==> src/rtl/next_pc_gen.sv <==
`default_nettype none
// ============================================================================
// Module      : next_pc_gen
// Description : Next-PC sequencer feeding the program counter register.
//               Every clock it selects the address the PC loads: sequential
//               fetch, relative branch, absolute jump through an internal
//               target LUT, stall hold or halt hold. It also owns the
//               IDLE/RUN/DONE run state and a saturating retired-instruction
//               counter.
// Ports       : clk, reset (async, active-low)
//               start                 - begin execution (IDLE/DONE only)
//               prog_ctr[D]           - current PC, fed back from PC register
//               stall, halt           - hold / halt current instruction
//               jump_abs, lut_idx     - absolute jump through LUT[lut_idx]
//               branch_en, rel_offset - relative branch, signed offset
//               lut_we/waddr/wdata    - synchronous LUT write port
//               target[D]             - next PC value (combinational)
//               running, done         - registered state flags
//               instr_cnt[CNT_W]      - retired-instruction count
// Revision    : 1.0 - initial release
// ============================================================================
module next_pc_gen #(
    parameter int             D          = 12,
    parameter int             LUT_W      = 5,
    parameter int             OFF_W      = 8,
    parameter logic [D-1:0]   START_ADDR = '0,
    parameter int             CNT_W      = 16
) (
    input  logic              clk,
    input  logic              reset,
    input  logic              start,
    input  logic [D-1:0]      prog_ctr,
    input  logic              stall,
    input  logic              halt,
    input  logic              jump_abs,
    input  logic [LUT_W-1:0]  lut_idx,
    input  logic              branch_en,
    input  logic [OFF_W-1:0]  rel_offset,
    input  logic              lut_we,
    input  logic [LUT_W-1:0]  lut_waddr,
    input  logic [D-1:0]      lut_wdata,
    output logic [D-1:0]      target,
    output logic              running,
    output logic              done,
    output logic [CNT_W-1:0]  instr_cnt
);

    localparam int LUT_DEPTH = 2 ** LUT_W;

    typedef enum logic [1:0] {
        ST_IDLE = 2'd0,
        ST_RUN  = 2'd1,
        ST_DONE = 2'd2
    } state_t;

    state_t             state_q, state_d;
    logic [CNT_W-1:0]   cnt_q, cnt_d;
    logic               running_q, running_d;
    logic               done_q, done_d;
    logic [D-1:0]       lut_q [LUT_DEPTH];
    logic [D-1:0]       lut_d [LUT_DEPTH];

    logic [D-1:0]       offset_ext;
    logic [D-1:0]       target_run;

    // Size cast of a signed operand sign-extends the offset to PC width.
    assign offset_ext = D'(signed'(rel_offset));

    // RUN-state target selection, highest priority first. Stall and halt
    // both hold the PC; the adders wrap naturally modulo 2**D.
    always_comb begin
        target_run = prog_ctr + D'(1);
        if (stall || halt) begin
            target_run = prog_ctr;
        end else if (jump_abs) begin
            target_run = lut_q[lut_idx];
        end else if (branch_en) begin
            target_run = prog_ctr + offset_ext;
        end
    end

    // Next-state, counter and target decode.
    always_comb begin
        state_d = state_q;
        cnt_d   = cnt_q;
        target  = START_ADDR;

        unique case (state_q)
            ST_IDLE: begin
                target = START_ADDR;
                if (start) begin
                    state_d = ST_RUN;
                    cnt_d   = '0;
                end
            end
            ST_RUN: begin
                target = target_run;
                if (!stall) begin
                    // The halt cycle itself retires an instruction.
                    if (cnt_q != {CNT_W{1'b1}}) begin
                        cnt_d = cnt_q + CNT_W'(1);
                    end
                    if (halt) begin
                        state_d = ST_DONE;
                    end
                end
            end
            ST_DONE: begin
                // Restart presents the start address in the start cycle so
                // the PC begins from it on entry to RUN.
                if (start) begin
                    target  = START_ADDR;
                    state_d = ST_RUN;
                    cnt_d   = '0;
                end else begin
                    target  = prog_ctr;
                end
            end
            default: begin
                state_d = ST_IDLE;
                target  = START_ADDR;
            end
        endcase
    end

    // Flags are registered from the next state so they never glitch on a
    // multi-bit state transition.
    always_comb begin
        running_d = (state_d == ST_RUN);
        done_d    = (state_d == ST_DONE);
    end

    // LUT write port: a write becomes visible to reads on the next cycle.
    always_comb begin
        for (int i = 0; i < LUT_DEPTH; i++) begin
            lut_d[i] = lut_q[i];
        end
        if (lut_we) begin
            lut_d[lut_waddr] = lut_wdata;
        end
    end

    always_ff @(posedge clk or negedge reset) begin
        if (!reset) begin
            state_q   <= ST_IDLE;
            cnt_q     <= '0;
            running_q <= 1'b0;
            done_q    <= 1'b0;
        end else begin
            state_q   <= state_d;
            cnt_q     <= cnt_d;
            running_q <= running_d;
            done_q    <= done_d;
        end
    end

    always_ff @(posedge clk or negedge reset) begin
        if (!reset) begin
            for (int i = 0; i < LUT_DEPTH; i++) begin
                lut_q[i] <= '0;
            end
        end else begin
            for (int i = 0; i < LUT_DEPTH; i++) begin
                lut_q[i] <= lut_d[i];
            end
        end
    end

    assign running   = running_q;
    assign done      = done_q;
    assign instr_cnt = cnt_q;

endmodule
`default_nettype wire

==> config.mk <==
export PLATFORM = sky130hd
export DESIGN_NAME = next_pc_gen
export DESIGN_NICKNAME = d
export VERILOG_FILES = /design/src/rtl/next_pc_gen.sv
export SDC_FILE = /design/constraint.sdc
export NUM_CORES = 1
export LEC_CHECK = 0
export ABC_CLOCK_PERIOD_IN_PS = 4320
export BUFFER_PORTS_ARGS = -buffer_cell sky130_fd_sc_hd__buf_2
export CAP_MARGIN = 20
export CORE_ASPECT_RATIO = 0.8
export CORE_MARGIN = 1
export CORE_UTILIZATION = 50
export CTS_CLUSTER_SIZE = 30
export DETAILED_ROUTE_END_ITERATION = 10
export HOLD_SLACK_MARGIN = 0.06
export PLACE_DENSITY = 0.63
export SYNTH_ARGS = -nofsm -noshare
export SYNTH_HDL_FRONTEND = slang
export SYNTH_SLANG_ARGS = --single-unit
==> constraint.sdc <==
create_clock -name clk -period 4.32 [get_ports clk]
set_input_delay 0.864 -clock clk [delete_from_list [all_inputs] [get_ports clk]]
set_output_delay 0.864 -clock clk [all_outputs]
set_load 0.02 [all_outputs]
[Yosys cells after proc, flatten, opt, wreduce, memory -nomap -nowiden]
Cells that the tools add are included.
Storage, ports and cells
  bits of input ports: 50
  logic and storage cells: 77
  output and inout port bits: 30
  register bits after elaboration: 404
Operators by class
  add/subtract/negate cells: 3
  bitwise logic cells: 2
  equality and inequality tests: 8
  reductions and logical operators: 6
  muxes and demuxes: 19
  $lt $le $gt $ge: 3
Operators by type and width (number)
  $bwmux 384: 1
  $mux 12: 7
  $bmux 12 s5: 1
  $demux 12 s5: 1
  $mux 16: 3
  $pmux 16 s2: 1
  $pmux 12 s2: 1
  $add 16x1->16 const B: 1
  $ne 16x16->1 const B: 1
  $add 12x1->12 const B: 1
  $add 12x12->12: 1
  $ge 6x6->1 const B: 2
  $not 5->6: 2
  $lt 6x1->1 const B: 1
  $mux 2: 3
  $eq 2x1->1 const B: 2
  $eq 2x2->1 const B: 2
  $ne 2x2->1 const B: 2
  $pmux 2 s2: 1
  $reduce_and 4->1: 1
  $logic_not 2->1: 1
  $ne 2x1->1 const B: 1
  $reduce_bool 2->1: 1
  $reduce_or 2->1: 1
  2 further kinds: 2

[Logic depth before layout (Yosys ltp)]
Gate-level depths: netlist (run 1).
  word-level depth: 7
  mapped depth: 11
  mapped depth without buffers: 11

[Worst setup path before layout (run 1)]
No wires, ideal clock.
  kind: input-to-output
  start: in rel_offset[0]
  end: out target[8]
  stages: 11
  path buffers: 0
  data arrival time: 3.153 ns
  data required time: 3.456 ns
  setup slack: 0.303 ns
  cell sequence: nand2b_1 > ha_1 > inv_1 > fa_1 > nor2b_1 > o31a_1 > nor2_1 > o21ai_0 > mux2i_1 > o31a_1 > o32ai_1
On the way
  longest elaborated chain between the ends: 5
RTL lines
  start: declaration: line 38  | input logic [OFF_W-1:0] rel_offset,
  $add 12x12->12: line 78  | target_run = prog_ctr + offset_ext;
  $mux 12: line 77  | end else if (branch_en) begin
  $mux 12: line 75  | end else if (jump_abs) begin
  $mux 12: line 73  | if (stall || halt) begin
  $pmux 12 s2: line 88  | unique case (state_q)
  end: declaration: line 42  | output logic [D-1:0] target,
No other way between the ends.

[Final worst setup path (run 1)]
  start: in lut_idx[0]
  end: out target[9]
On the way
  longest elaborated chain between the ends: 7
RTL lines
  start: declaration: line 36  | input logic [LUT_W-1:0] lut_idx,
  $not 5->6 (not written as such): line 76  | target_run = lut_q[lut_idx];
  $bmux 12 s5: line 76
  $mux 12 (not written as such) (2 in series): line 76
  $mux 12: line 75
  $mux 12: line 73
  $pmux 12 s2: line 88
No other way between the ends. The select of a mux whose other input is x is not followed.

==> results of run 1 <==
final timing paths:
check | slack (ns) | end | start | depth (start not counted)
max | 0.12 | target[9] | lut_idx[0] | 8
min | 0.29 | lut_q[286] | reset | 1
max reg2reg | 1.77 | instr_cnt[10] | state_q[0] | 8
min reg2reg | 0.50 | lut_q[243] | lut_q[243] | 1
max in group asynchronous | 3.01 | lut_q[38] | reset | 2
min in group clk | 0.50 | lut_q[243] | lut_q[243] | 1
routing by layer:
layer	up-vias	wire length (um)
li1	5127	-
met1	6240	23010
met2	240	22090
met3	56	2576
met4	6	709
met5	-	31
critical path, delay by kind of cell:
family	cells	cell delay, ns
AO/OA/AOI/OAI	2	0.57
AND/OR/NAND/NOR	1	0.19
buffers and inverters	3	0.61
multiplexers	2	1.09
cell families (layout without fill, tap and decap cells):
kind of cell	Yosys count	after routing	share of synthesized area (%)
fa+ha+maj	13	13	0.8789
compound gates	86	86	2.876
simple gates	192	192	4.834
buf+inv	117	211	2.540
xor+xnor	15	15	0.6786
flops	404	404	52.22
other cells	0	2	0
mux	521	521	35.97
flip-flops by register name, summed over array words and instances (netlist names):
register / flops
lut_q: 384
instr_cnt: 16
state_q: 2
done: 1
running: 1
metrics by stage:
step	instances	util (%)	setup slack [ns]
after floorplan	1348	-	0.3028
after global placement	1866	53.45	0.07026
after detailed placement	1866	53.45	0.04713
after CTS	1937	56.96	0.03277
after global routing	1938	56.97	0.009473
final	1939	56.98	0.1231
report_power, final:
group | switching, uW | internal [uW]
logic | 954 | 1140
clock network | 1460 | 2090
registers | 364 | 4510
total | 2780 | 7740
area by class of cell:
class | count | share of cell area [%]
Timing Repair Buffer | 126 | 3.927
Clock buffer | 62 | 5.686
Tap cell | 495 | 2.846
Inverter | 14 | 0.2415
Clock inverter | 9 | 0.4714
Sequential cell | 404 | 46.45
Antenna cell | 2 | 0.02300
Multi-Input combinational cell | 827 | 40.35
Yosys cell counts, types with 2 or more instances:
library cell and n:
a211oi_1 5, a21o_1 4, a21oi_1 14, a221oi_1 2
a22o_1 3, a22oi_1 5, a31oi_1 2, and2_1 9
and3_1 2, and4_1 4, buf_1 3, buf_2 12
buf_4 8, clkbuf_1 79, dfrtp_1 404, ha_1 12
inv_1 13, mux2_2 388, mux2i_1 32, mux4_2 101
nand2_1 49, nand2b_1 4, nand3_1 18, nand3b_1 7
nand4_1 6, nand4b_1 2, nor2_1 60, nor2b_1 10
nor3_1 8, nor3b_1 5, o2111ai_1 3, o211ai_1 2
o21a_1 4, o21ai_0 21, o21ai_1 7, o22ai_1 4
o31a_1 2, or2_2 2, or3b_2 2, or4_1 2
xnor2_1 10, xor2_1 5
timing repair:
item	in CTS	in global routing
hold buffers	0	0
gates resized for setup	0	2
setup buffers	0	0
setup endpoints to repair	0	2
placed cells by master (no fill, tap or decap), types with 3 or more instances in the layout:
master	instances
nand2b_1	4
and2_1	9
o2111ai_1	3
a21o_1	4
nor3b_1	5
a211oi_1	5
buf_4	41
a22oi_1	5
clkbuf_16	43
a21oi_1	14
clkbuf_1	10
clkinv_2	5
xor2_1	5
nor2_2	9
clkbuf_8	9
o21a_1	4
o22ai_1	4
nor2_1	51
buf_12	7
o21ai_0	20
nand3_1	18
mux4_2	101
mux2_2	388
mux2i_1	32
o21ai_1	8
xnor2_1	10
ha_1	12
buf_2	76
nand2_1	49
a22o_1	3
nand3b_1	7
nor2b_1	10
and4_1	4
nor3_1	8
dfrtp_1	404
inv_1	13
nand4_1	6
==> impl_results.md, run 1 <==
* Initial antenna violation count at 7
* Chip Width at 222 um
* EDFF count, synth at 0
* Synth cell types at 55
* Detailed Route Iter0 Violations at 674
* Grt ovf at 0
* CP max stage delay at 0.57 ns
* Avg Cell Area, Syn at 14.36 um2
* Htree depth at 2
* Gate Count Post-Synth at 1348
* Largest net degree at the start of global routing at 87
* Port Buf Inserts at 79
* ANT nets after route at 0
* Crit-path slowest cell: mux4_2
* Core area at 0.03820 mm2
* Fillers at 3078
* WP data arrival at 3.33 ns
* Ranking of synthesized cells by area: dfrtp_1, mux2_2, mux4_2, mux2i_1, clkbuf_1
* CTS Root Cell: clkbuf_16
* GRT Util Overall at 25.29%
* Wire per inst at 24.97 um
* Worst-path clk slew at 0.06 ns
* Sequential-to-total area share from yosys stat at 52.22%
* Worst Max-Slew Pin Slew at 0.9836 ns
* Main synth FF type: dfrtp_1
* Synth Warn # at 0
* Placer congestion estimate at 0.8218
* Rel. slew slack at 34.36%
* Multi-input combinational cell area at 0.008782 mm2
* Fin Setup TNS at 0 ns
* Die height at 178 um
* DR pass1 iterations at 7
* First-pass GRT wire length at 74750 um
* Crit Path Max Fanout at 19
* RSZ-0062 raised after global routing: false
* CP endpoint kind: primary output
* Initial cell density of the core at 50.68%
* Area added between synthesis and finish at 12.42%
* WP data required at 3.46 ns
* CP dominant cell by count: mux4_2
* M1 GR Usage at 37.47%
* Worst setup SP type: primary input
* Skew final at 0.005075 ns
* Count of final hold-check violations at 0
* Register area at 0.01011 mm2
* Die ar. at 0.03952 mm2
* Worst vdd ir at 0.2729 mV
* Peak Freq at 238.3 MHz
* Syn Nets at 1411
* Clk sinks at 404
* Vias in the first global route at 12005
* Final hold slack at 0.2920 ns
* #FFs+latches synth at 404
* Worst skew pair latency at 0.55 ns
* Post-detail-place hpwl at 31380 um
* Status: complete, no violations
* Max Slew Vio Count at 0
* Share of cells above drive strength 1 at 47.92%
* Routed WL at 48410 um
* Area after DPL at 0.02042 mm2
* Top cell type's share of synthesized area at 52.22%
* # setup viols final at 0
* Async set-or-reset flop fraction in the synthesized netlist at 100.0%
* Max-capacitance violation count at 0
* Met2 Use GR at 39.15%
* Met3 Use GR at 4.629%
* Hold Path Class: in2async
* Final period util at 97.15%
* Final #Nets at 1478
* Total number of vias at 11669
* Finished Cell Area at 0.02176 mm2
* Vias per cell at 6.018
* Crit Path Class: in2out
* DR DRC count at 0
* CTS tree: yes
* I/O Pins at 80
* Minimum clock period at 4.197 ns
* Clock tree buffer depth at 3
* # rows at 64
* P_leak at 0.009803 uW
* Synth area leader: dfrtp_1
* Top Usage Layer GRT: met2
* CTS buffer count at 42
* Total power at 10530 uW
* Post-Syn Area at 0.01936 mm2
* Pwr dens at 483.7 mW/mm2
* Crit-path cells: buf_6 > mux4_2 > mux4_2 > a2111oi_1 > buf_4 > o21ai_1 > and4_1 > buf_2
Power figures use the tool's default switching activity.
==> run 2: changes to the inputs <==
--- a/config.mk
+++ b/config.mk
@@ -11,6 +11,7 @@
 export CORE_ASPECT_RATIO = 0.8
 export CORE_MARGIN = 1
 export CORE_UTILIZATION = 50
+export CTS_BUF_LIST = sky130_fd_sc_hd__clkbuf_4 sky130_fd_sc_hd__clkbuf_8 sky130_fd_sc_hd__clkbuf_16
 export CTS_CLUSTER_SIZE = 30
 export DETAILED_ROUTE_END_ITERATION = 10
 export HOLD_SLACK_MARGIN = 0.06
==> constraint.sdc (replaced) <==
create_clock -name clk -period 4.32 [get_ports clk]
set_input_delay 0.432 -clock clk [delete_from_list [all_inputs] [get_ports clk]]
set_output_delay 0.432 -clock clk [all_outputs]
set_load 0.02 [all_outputs]
==> run 2 against run 1 <==
Against the previous run:
- count of clock-buffer cells in the layout rose by 1
- clock power rose by 7.6%
- final cell count fell by 0.52%
- worst setup slack improved by 0.53 ns
- total power rose by 2.3%
- fmax rose by 14%
- hold slack improved by 0.056 ns
- design area barely moved
- critical path depth fell by 1
- non-clock buffer count fell by 12
- clock skew rose by 0.011 ns
- critical path type is now reg2out
==> impl_results.md, run 2 (synthesized netlist as in run 1, its figures left out) <==
* P_int at 7938 uW (+2.5%)
* Reg2reg end: instr_cnt[15]
* Vias per cell at 6.028 (+0.17%)
* # rows at 64 (unchanged)
* Worst Max-Slew Pin Slew at 0.9824 ns (-0.001191 ns)
* Initial antenna violation count at 6 (-1)
* Crit Path Class: reg2out
* Share of cells above drive strength 1 at 47.84% (-0.081 points)
* Highest-count cells in the layout ignoring fill and taps: dfrtp_1, mux2_2, mux4_2
* Core area at 0.03820 mm2 (unchanged)
* Crit-path slowest cell: a2111oi_0
* Minimum clock period at 3.666 ns (-0.5306 ns)
* WP data arrival at 3.23 ns (-0.10 ns)
* Clock tree buffer depth at 3 (unchanged)
* Area added between synthesis and finish at 12.43% (about the same)
* P_leak at 0.009817 uW (+0.14%)
* Total number of vias at 11628 (-0.35%)
* Peak Freq at 272.8 MHz (+14%)
* Skew final at 0.01595 ns (+0.01088 ns)
* RR Startpoint: state_q[0]
* Comb power frac at 19.2% (-0.7 points)
* First-pass GRT wire length at 75640 um (+1.2%)
* Max-capacitance violation count at 0 (unchanged)
* Hold Path Class: in2reg
* Routed met2 length at 21360 um (-3.3%)
* GRT Util Overall at 25.72% (+0.43 points)
* RSZ-0062 raised after global routing: false
* Hold_sp: start
* Non-filler cells in the finished layout at 1929 (-0.52%)
* Reg power frac at 45.2% (-1.1 points)
* Vias in the first global route at 12107 (+0.85%)
* Port Buf Inserts at 79 (unchanged)
* Max reg flops at 384 (unchanged)
* Htree depth at 2 (unchanged)
* Placed insts at 1853 (-0.70%)
* Diodes inserted at 0 (-2)
* Commonest non-fill, non-tap cell in the layout: dfrtp_1
* Place WS at 0.8241 ns (+0.7769 ns)
* Clock power share at 35.6% (+1.8 points)
* CTS tree: yes
* Post-detail-place hpwl at 30870 um (-1.6%)
* Finished Cell Area at 0.02177 mm2 (about the same)
* R2R depth at 9 (+1)
* Count of final hold-check violations at 0 (unchanged)
* # setup viols final at 0 (unchanged)
* Status: complete, no violations
* Grt ovf at 0 (unchanged)
* CP max stage delay at 0.54 ns (-0.03 ns)
* Highest routed layer: met5
* Detailed Route Iter0 Violations at 772 (+15%)
* Setup Fix Bufs, Post-CTS at 0 (unchanged)
* Most flop-heavy register: lut_q
* Initial cell density of the core at 50.68% (unchanged)
* Fin Setup TNS at 0 ns (unchanged)
* Clk sinks at 404 (unchanged)
* Final hold slack at 0.3478 ns (+0.05584 ns)
* Worst vdd ir at 0.2951 mV (+8.1%)
* Met3 WL at 3055 um (+19%)
* Rel. slew slack at 34.44% (+0.079 points)
* Chip Width at 222 um (unchanged)
* Wire per inst at 25.20 um (+0.92%)
* ANT nets after route at 0 (unchanged)
* Worst skew pair latency at 0.55 ns (about the same)
* Switching Share at 26.26% (-0.17 points)
* Crit-path cells: mux4_2 > mux2i_1 > o22ai_1 > a2111oi_0 > o21ai_1 > and4_1 > buf_2
* Worst setup SP type: flop
* Area after DPL at 0.02029 mm2 (-0.61%)
* Hold Path End: done
* Fillers at 3089 (+0.36%)
* I/O Pins at 80 (unchanged)
* Pwr dens at 494.5 mW/mm2 (+2.2%)
* Switch Pwr at 2827 uW (+1.6%)
* Crit Path Max Fanout at 2 (-17)
* Die ar. at 0.03952 mm2 (unchanged)
* Routed WL at 48600 um (+0.40%)
* Multi-input combinational cell area at 0.008766 mm2 (-0.19%)
* Max Slew Vio Count at 0 (unchanged)
* DRT met1 WL at 23200 um (+0.87%)
* Hold Path Depth at 4
* Largest net degree at the start of global routing at 108 (+24%)
* Register area at 0.01011 mm2 (unchanged)
* Reg2Reg Setup Slack at 1.77 ns (about the same)
* WP data required at 3.89 ns (+0.43 ns)
* CTS Root Cell: clkbuf_16
* DR pass1 iterations at 5 (-2)
* DR DRC count at 0 (unchanged)
* Placer congestion estimate at 0.8434 (+2.6%)
* Die height at 178 um (unchanged)
* Worst-path clk slew at 0.06 ns (about the same)
* Final period util at 84.87% (-12 points)
* Worst Slack Setup Final at 0.6537 ns (+0.5306 ns)
* CTS buffer count at 41 (-2.4%)
* CP endpoint kind: primary output
* Final #Nets at 1465 (-0.88%)
## run 2: cell count changes in the layout (fill, tap and decap cells not counted), sizes merged
| cell | before | now |
|---|---|---|
| bufinv | 2 | 4 |
| clkinv | 5 | 6 |
| diode | 2 | 0 |
| clkinvlp | 0 | 1 |
| clkbuf | 62 | 63 |
| inv | 16 | 15 |
| dlygate4sd3 | 0 | 1 |
| buf | 126 | 113 |
## run 2: per-layer routing
metal / vias to the layer above / global-route usage (%)
met2: 293 / 38.05
met4: 4 / 6.279
met3: 62 / 5.683
met5: - / 0
met1: 6194 / 38.62
li1: 5075 / -
## run 2: power by group through the flow
| stage | Sequential, uW | Combinational, uW | Clock, uW |
|---|---|---|---|
| 3_5_place_dp | 4930 | 2070 | 0 |
| 5_1_grt | 4960 | 2250 | 4070 |
| 2_1_floorplan | 4830 | 1510 | 0 |
| 4_1_cts | 4870 | 2080 | 3900 |
| 3_3_place_gp | 4900 | 2020 | 0 |
| 6_report | 4870 | 2070 | 3830 |
## run 2: cell type report
class                           instances  share of cell area, %
Inverter                               14                 0.2414
Sequential cell                       404                  46.44
Clock inverter                         12                 0.7817
Multi-Input combinational cell        827                  40.27
Clock buffer                           63                  5.949
Tap cell                              495                  2.845
Timing Repair Buffer                  114                  3.466
## run 2: worst max-delay path: cells and delay by family, from the launching register on
kind / cells / cell delay, ns
mux: 2 / 0.97
buf+inv: 1 / 0.16
simple gates: 1 / 0.23
flops: 1 / 0.39
compound gates: 3 / 0.94
## run 2: per-stage QoR
step                util, %  power [uW]
global placement      53.13        6929
finish                56.99       10760
floorplan                 -        6332
CTS                   56.99       10850
global route          56.99       11280
detailed placement    53.13        7002
## run 2: worst max-delay path by stage
stage,from,end,cells past startpoint
6_report,lut_q[9],target[9],7
5_1_grt,state_q[1],target[11],7
4_1_cts,lut_q[9],target[9],7
3_5_place_dp,lut_idx[0],target[2],9
3_3_place_gp,lut_idx[0],target[2],9
2_1_floorplan,rel_offset[0],target[8],11
## run 2: timing repair
item | in CTS | in global routing
hold endpoints to repair | 100 | 0
gates resized for setup | 0 | 0
hold buffers | 1 | 0
==> run 3: changes to the inputs <==
--- a/config.mk
+++ b/config.mk
@@ -5,7 +5,8 @@
 export SDC_FILE = /design/constraint.sdc
 export NUM_CORES = 1
 export LEC_CHECK = 0
-export ABC_CLOCK_PERIOD_IN_PS = 4320
+export ABC_AREA = 1
+export ABC_CLOCK_PERIOD_IN_PS = 3250
 export BUFFER_PORTS_ARGS = -buffer_cell sky130_fd_sc_hd__buf_2
 export CAP_MARGIN = 20
 export CORE_ASPECT_RATIO = 0.8
@@ -15,7 +16,7 @@
 export CTS_CLUSTER_SIZE = 30
 export DETAILED_ROUTE_END_ITERATION = 10
 export HOLD_SLACK_MARGIN = 0.06
-export PLACE_DENSITY = 0.63
+export PLACE_DENSITY = 0.65
 export SYNTH_ARGS = -nofsm -noshare
 export SYNTH_HDL_FRONTEND = slang
 export SYNTH_SLANG_ARGS = --single-unit
==> constraint.sdc (replaced) <==
create_clock -name clk -period 3.25 [get_ports clk]
set_input_delay 0.325 -clock clk [delete_from_list [all_inputs] [get_ports clk]]
set_output_delay 0.325 -clock clk [all_outputs]
set_load 0.02 [all_outputs]
==> run 3 against run 2 <==
Against the previous run:
- final cell count increased by 73%
- combinational power rose by 34%
- total power increased by 34%
- global-route usage grew 2.9 points
- register-to-register slack worse by 1.1 ns
- design area grew 5.9%
- non-clock buffer count up 39
==> impl_results.md, run 3 <==
* Rel. slew slack at 28.66% (-5.8 points)
* Crit path buffers/inverters at 3 (+2)
* Crit-path cells: inv_1 > ha_1 > inv_1 > nor2_1 > nand2_1 > a21oi_1 > buf_2
* Clock tree buffer depth at 3 (unchanged)
* CTS Root Cell: clkbuf_16
* Routed WL at 58970 um (+21%)
* CTS tree: yes
* Post-synth top cells: nand2_1, dfrtp_1, o21ai_0, nand3_1, inv_1
* Clock power share at 36.0% (+0.4 points)
* Reg power frac at 44.8% (-0.4 points)
* # rows at 66 (+3.1%)
* Crit Path Class: reg2out
* Hold_sp: lut_wdata[2]
* Ranking of synthesized cells by area: dfrtp_1, nand2_1, o21ai_0, nand3_1, inv_1
* P_leak at 0.01148 uW (+17%)
* Sequential-to-total area share from yosys stat at 49.09% (-3.1 points)
* Port Buf Inserts at 79 (unchanged)
* CP dominant cell by count: inv_1
* Max-capacitance violation count at 0 (unchanged)
* EDFF count, synth at 0 (unchanged)
* Finished Cell Area at 0.02305 mm2 (+5.9%)
* Worst-path clk slew at 0.06 ns (about the same)
* Syn Nets at 2813 (+99%)
* Commonest non-fill, non-tap cell in the layout: nand2_1
* Worst Setup SP: state_q[0]
* Count of final hold-check violations at 0 (unchanged)
* Share of cells above drive strength 1 at 9.857% (-38 points)
* Synth cell types at 37 (-33%)
* Worst Slack Setup Final at 0.4167 ns (-0.2370 ns)
* Pwr dens at 625.4 mW/mm2 (+26%)
* Post-Syn Area at 0.02059 mm2 (+6.4%)
* RSZ-0062 raised after global routing: false
* Most frequent cell after synthesis: nand2_1
* Synth area leader: dfrtp_1
* Crit-path slowest cell: nor2_1
* Synth Warn # at 0 (unchanged)
* Core area at 0.04063 mm2 (+6.4%)
* Worst Max-Slew Pin Slew at 1.069 ns (+0.08658 ns)
* GRT Util Overall at 28.60% (+2.9 points)
* Post-detail-place hpwl at 37420 um (+21%)
* Worst vdd ir at 0.4746 mV (+61%)
* Hold Path Class: in2reg
* Area added between synthesis and finish at 11.94%
* ANT nets after route at 0 (unchanged)
* Wire per inst at 17.68 um (-30%)
* Most flop-heavy register: lut_q
* DR pass1 iterations at 5 (unchanged)
* Status: complete, no violations
* Final period util at 87.18%
* Place WS at 0.5820 ns (-0.2420 ns)
* Total number of vias at 18064 (+55%)
* RR Startpoint: state_q[1]
* Fin Setup TNS at 0 ns (unchanged)
* DR DRC count at 0 (unchanged)
* Highest-count cells in the layout ignoring fill and taps: nand2_1, dfrtp_1, o21ai_0
* Peak Freq at 352.9 MHz
* Initial cell density of the core at 50.68% (about the same)
* Clk sinks at 404 (unchanged)
* Area after DPL at 0.02144 mm2 (+5.6%)
* Final hold slack at 0.08423 ns (-0.2636 ns)
* Placed insts at 3249 (+75%)
* Switch Pwr at 4313 uW (+53%)
* Switching Share at 29.92% (+3.7 points)
* # setup viols final at 0 (unchanged)
* Worst skew pair latency at 0.55 ns (about the same)
* Vias per cell at 5.416 (-10%)
* Max reg flops at 384 (unchanged)
* CP max stage delay at 0.61 ns (+0.07 ns)
* Gate Count Post-Synth at 2750 (+100%)
* Minimum clock period at 2.833 ns
* Die height at 183.5 um (+3.1%)
* Async set-or-reset flop fraction in the synthesized netlist at 100.0% (unchanged)
* WP data arrival at 2.51 ns (-0.72 ns)
* First-pass GRT wire length at 94780 um (+25%)
* Placer congestion estimate at 0.8715 (+3.3%)
* Setup Fix Bufs, Post-CTS at 0 (unchanged)
* P_int at 10100 uW (+27%)
* Chip Width at 228.9 um (+3.1%)
* Grt ovf at 0 (unchanged)
* Non-filler cells in the finished layout at 3335 (+73%)
* Max Slew Vio Count at 0 (unchanged)
* Detailed Route Iter0 Violations at 1716 (+120%)
* Comb power frac at 19.2% (about the same)
* Avg Cell Area, Syn at 7.488 um2 (-48%)
* WP data required at 2.92 ns (-0.97 ns)
* I/O Pins at 80 (unchanged)
* Die ar. at 0.04201 mm2 (+6.3%)
* Largest net degree at the start of global routing at 104 (-3.7%)
* Worst setup SP type: flop
* CTS buffer count at 43 (+4.9%)
* Final #Nets at 2822 (+93%)
* Crit Path Max Fanout at 12 (+10)
* #FFs+latches synth at 404 (unchanged)
* Top Family by Delay on Critical Path: simple AND/OR/NAND/NOR gates
* Initial antenna violation count at 1 (-5)
* Skew final at 0.004660 ns (-0.01129 ns)
* Vias in the first global route at 17319 (+43%)
* Htree depth at 2 (unchanged)
* Top cell type's share of synthesized area at 49.09% (-3.1 points)
* Main synth FF type: dfrtp_1
* CP endpoint kind: primary output
==> run 3: worst paths after layout <==
kind	to	slack [ns]	depth (start not counted)
min in group asynchronous	lut_q[345]	0.38	2
worst min-delay path	lut_q[194]	0.08	3
worst max register to register	instr_cnt[3]	0.70	10
worst min register to register	lut_q[140]	0.48	2
max in group asynchronous	lut_q[160]	1.83	3
worst max-delay path	target[0]	0.42	7
==> run 3: area by class of cell <==
cell class | count | area [um2]
multi-input cells | 1904 | 8642
flip-flops and latches | 404 | 10110
fillers | 3847 | 17580
clock buffers | 58 | 1239
repair buffers | 153 | 1177
clock inverters | 18 | 246.5
well taps | 544 | 680.7
diodes | 1 | 2.502
inverters | 253 | 953.4
==> run 3: metrics by stage <==
stage,power [uW],utilization [%]
final,14420,56.74
after global routing,15250,56.74
after CTS,14490,56.59
after detailed placement,9269,52.77
after global placement,9161,52.77
after floorplan,8391,-
==> run 3: worst min-delay path, delay by kind of cell <==
family / cells / cell delay [ns]
compound gates: 1 / 0.06
buf+inv: 1 / 0.14
simple gates: 1 / 0.06
==> run 3: power by group through the flow <==
stage / Clock (uW) / Combinational, uW / Sequential [uW]
after global placement: 0 / 2660 / 6500
final: 5190 / 2770 / 6460
after floorplan: 0 / 1950 / 6440
after global routing: 5470 / 3200 / 6580
after CTS: 5260 / 2770 / 6450
after detailed placement: 0 / 2740 / 6530
==> run 3: logic make-up (layout without fill, tap and decap cells) <==
group	after synthesis	after routing	synth area share, %
fa+ha+maj	13	13	0.8263
other cells	0	1	0
xor+xnor	9	9	0.3828
flops	404	404	49.09
simple gates	1387	1387	28.16
compound gates	495	495	12.60
buf+inv	442	482	8.938
==> run 3: metal layers <==
layer / wire length [um] / vias up / global-route usage, %
met5: 0 / - / 0
met3: 4145 / 111 / 4.342
li1: - / 8763 / -
met4: 1824 / 0 / 9.920
met1: 27120 / 8615 / 40.89
met2: 25880 / 575 / 44.44
==> run 3: what timing repair did <==
action / in CTS / in global routing
hold buffers: 7 / 0
resized for setup: 0 / 0
hold endpoints to repair: 100 / 0
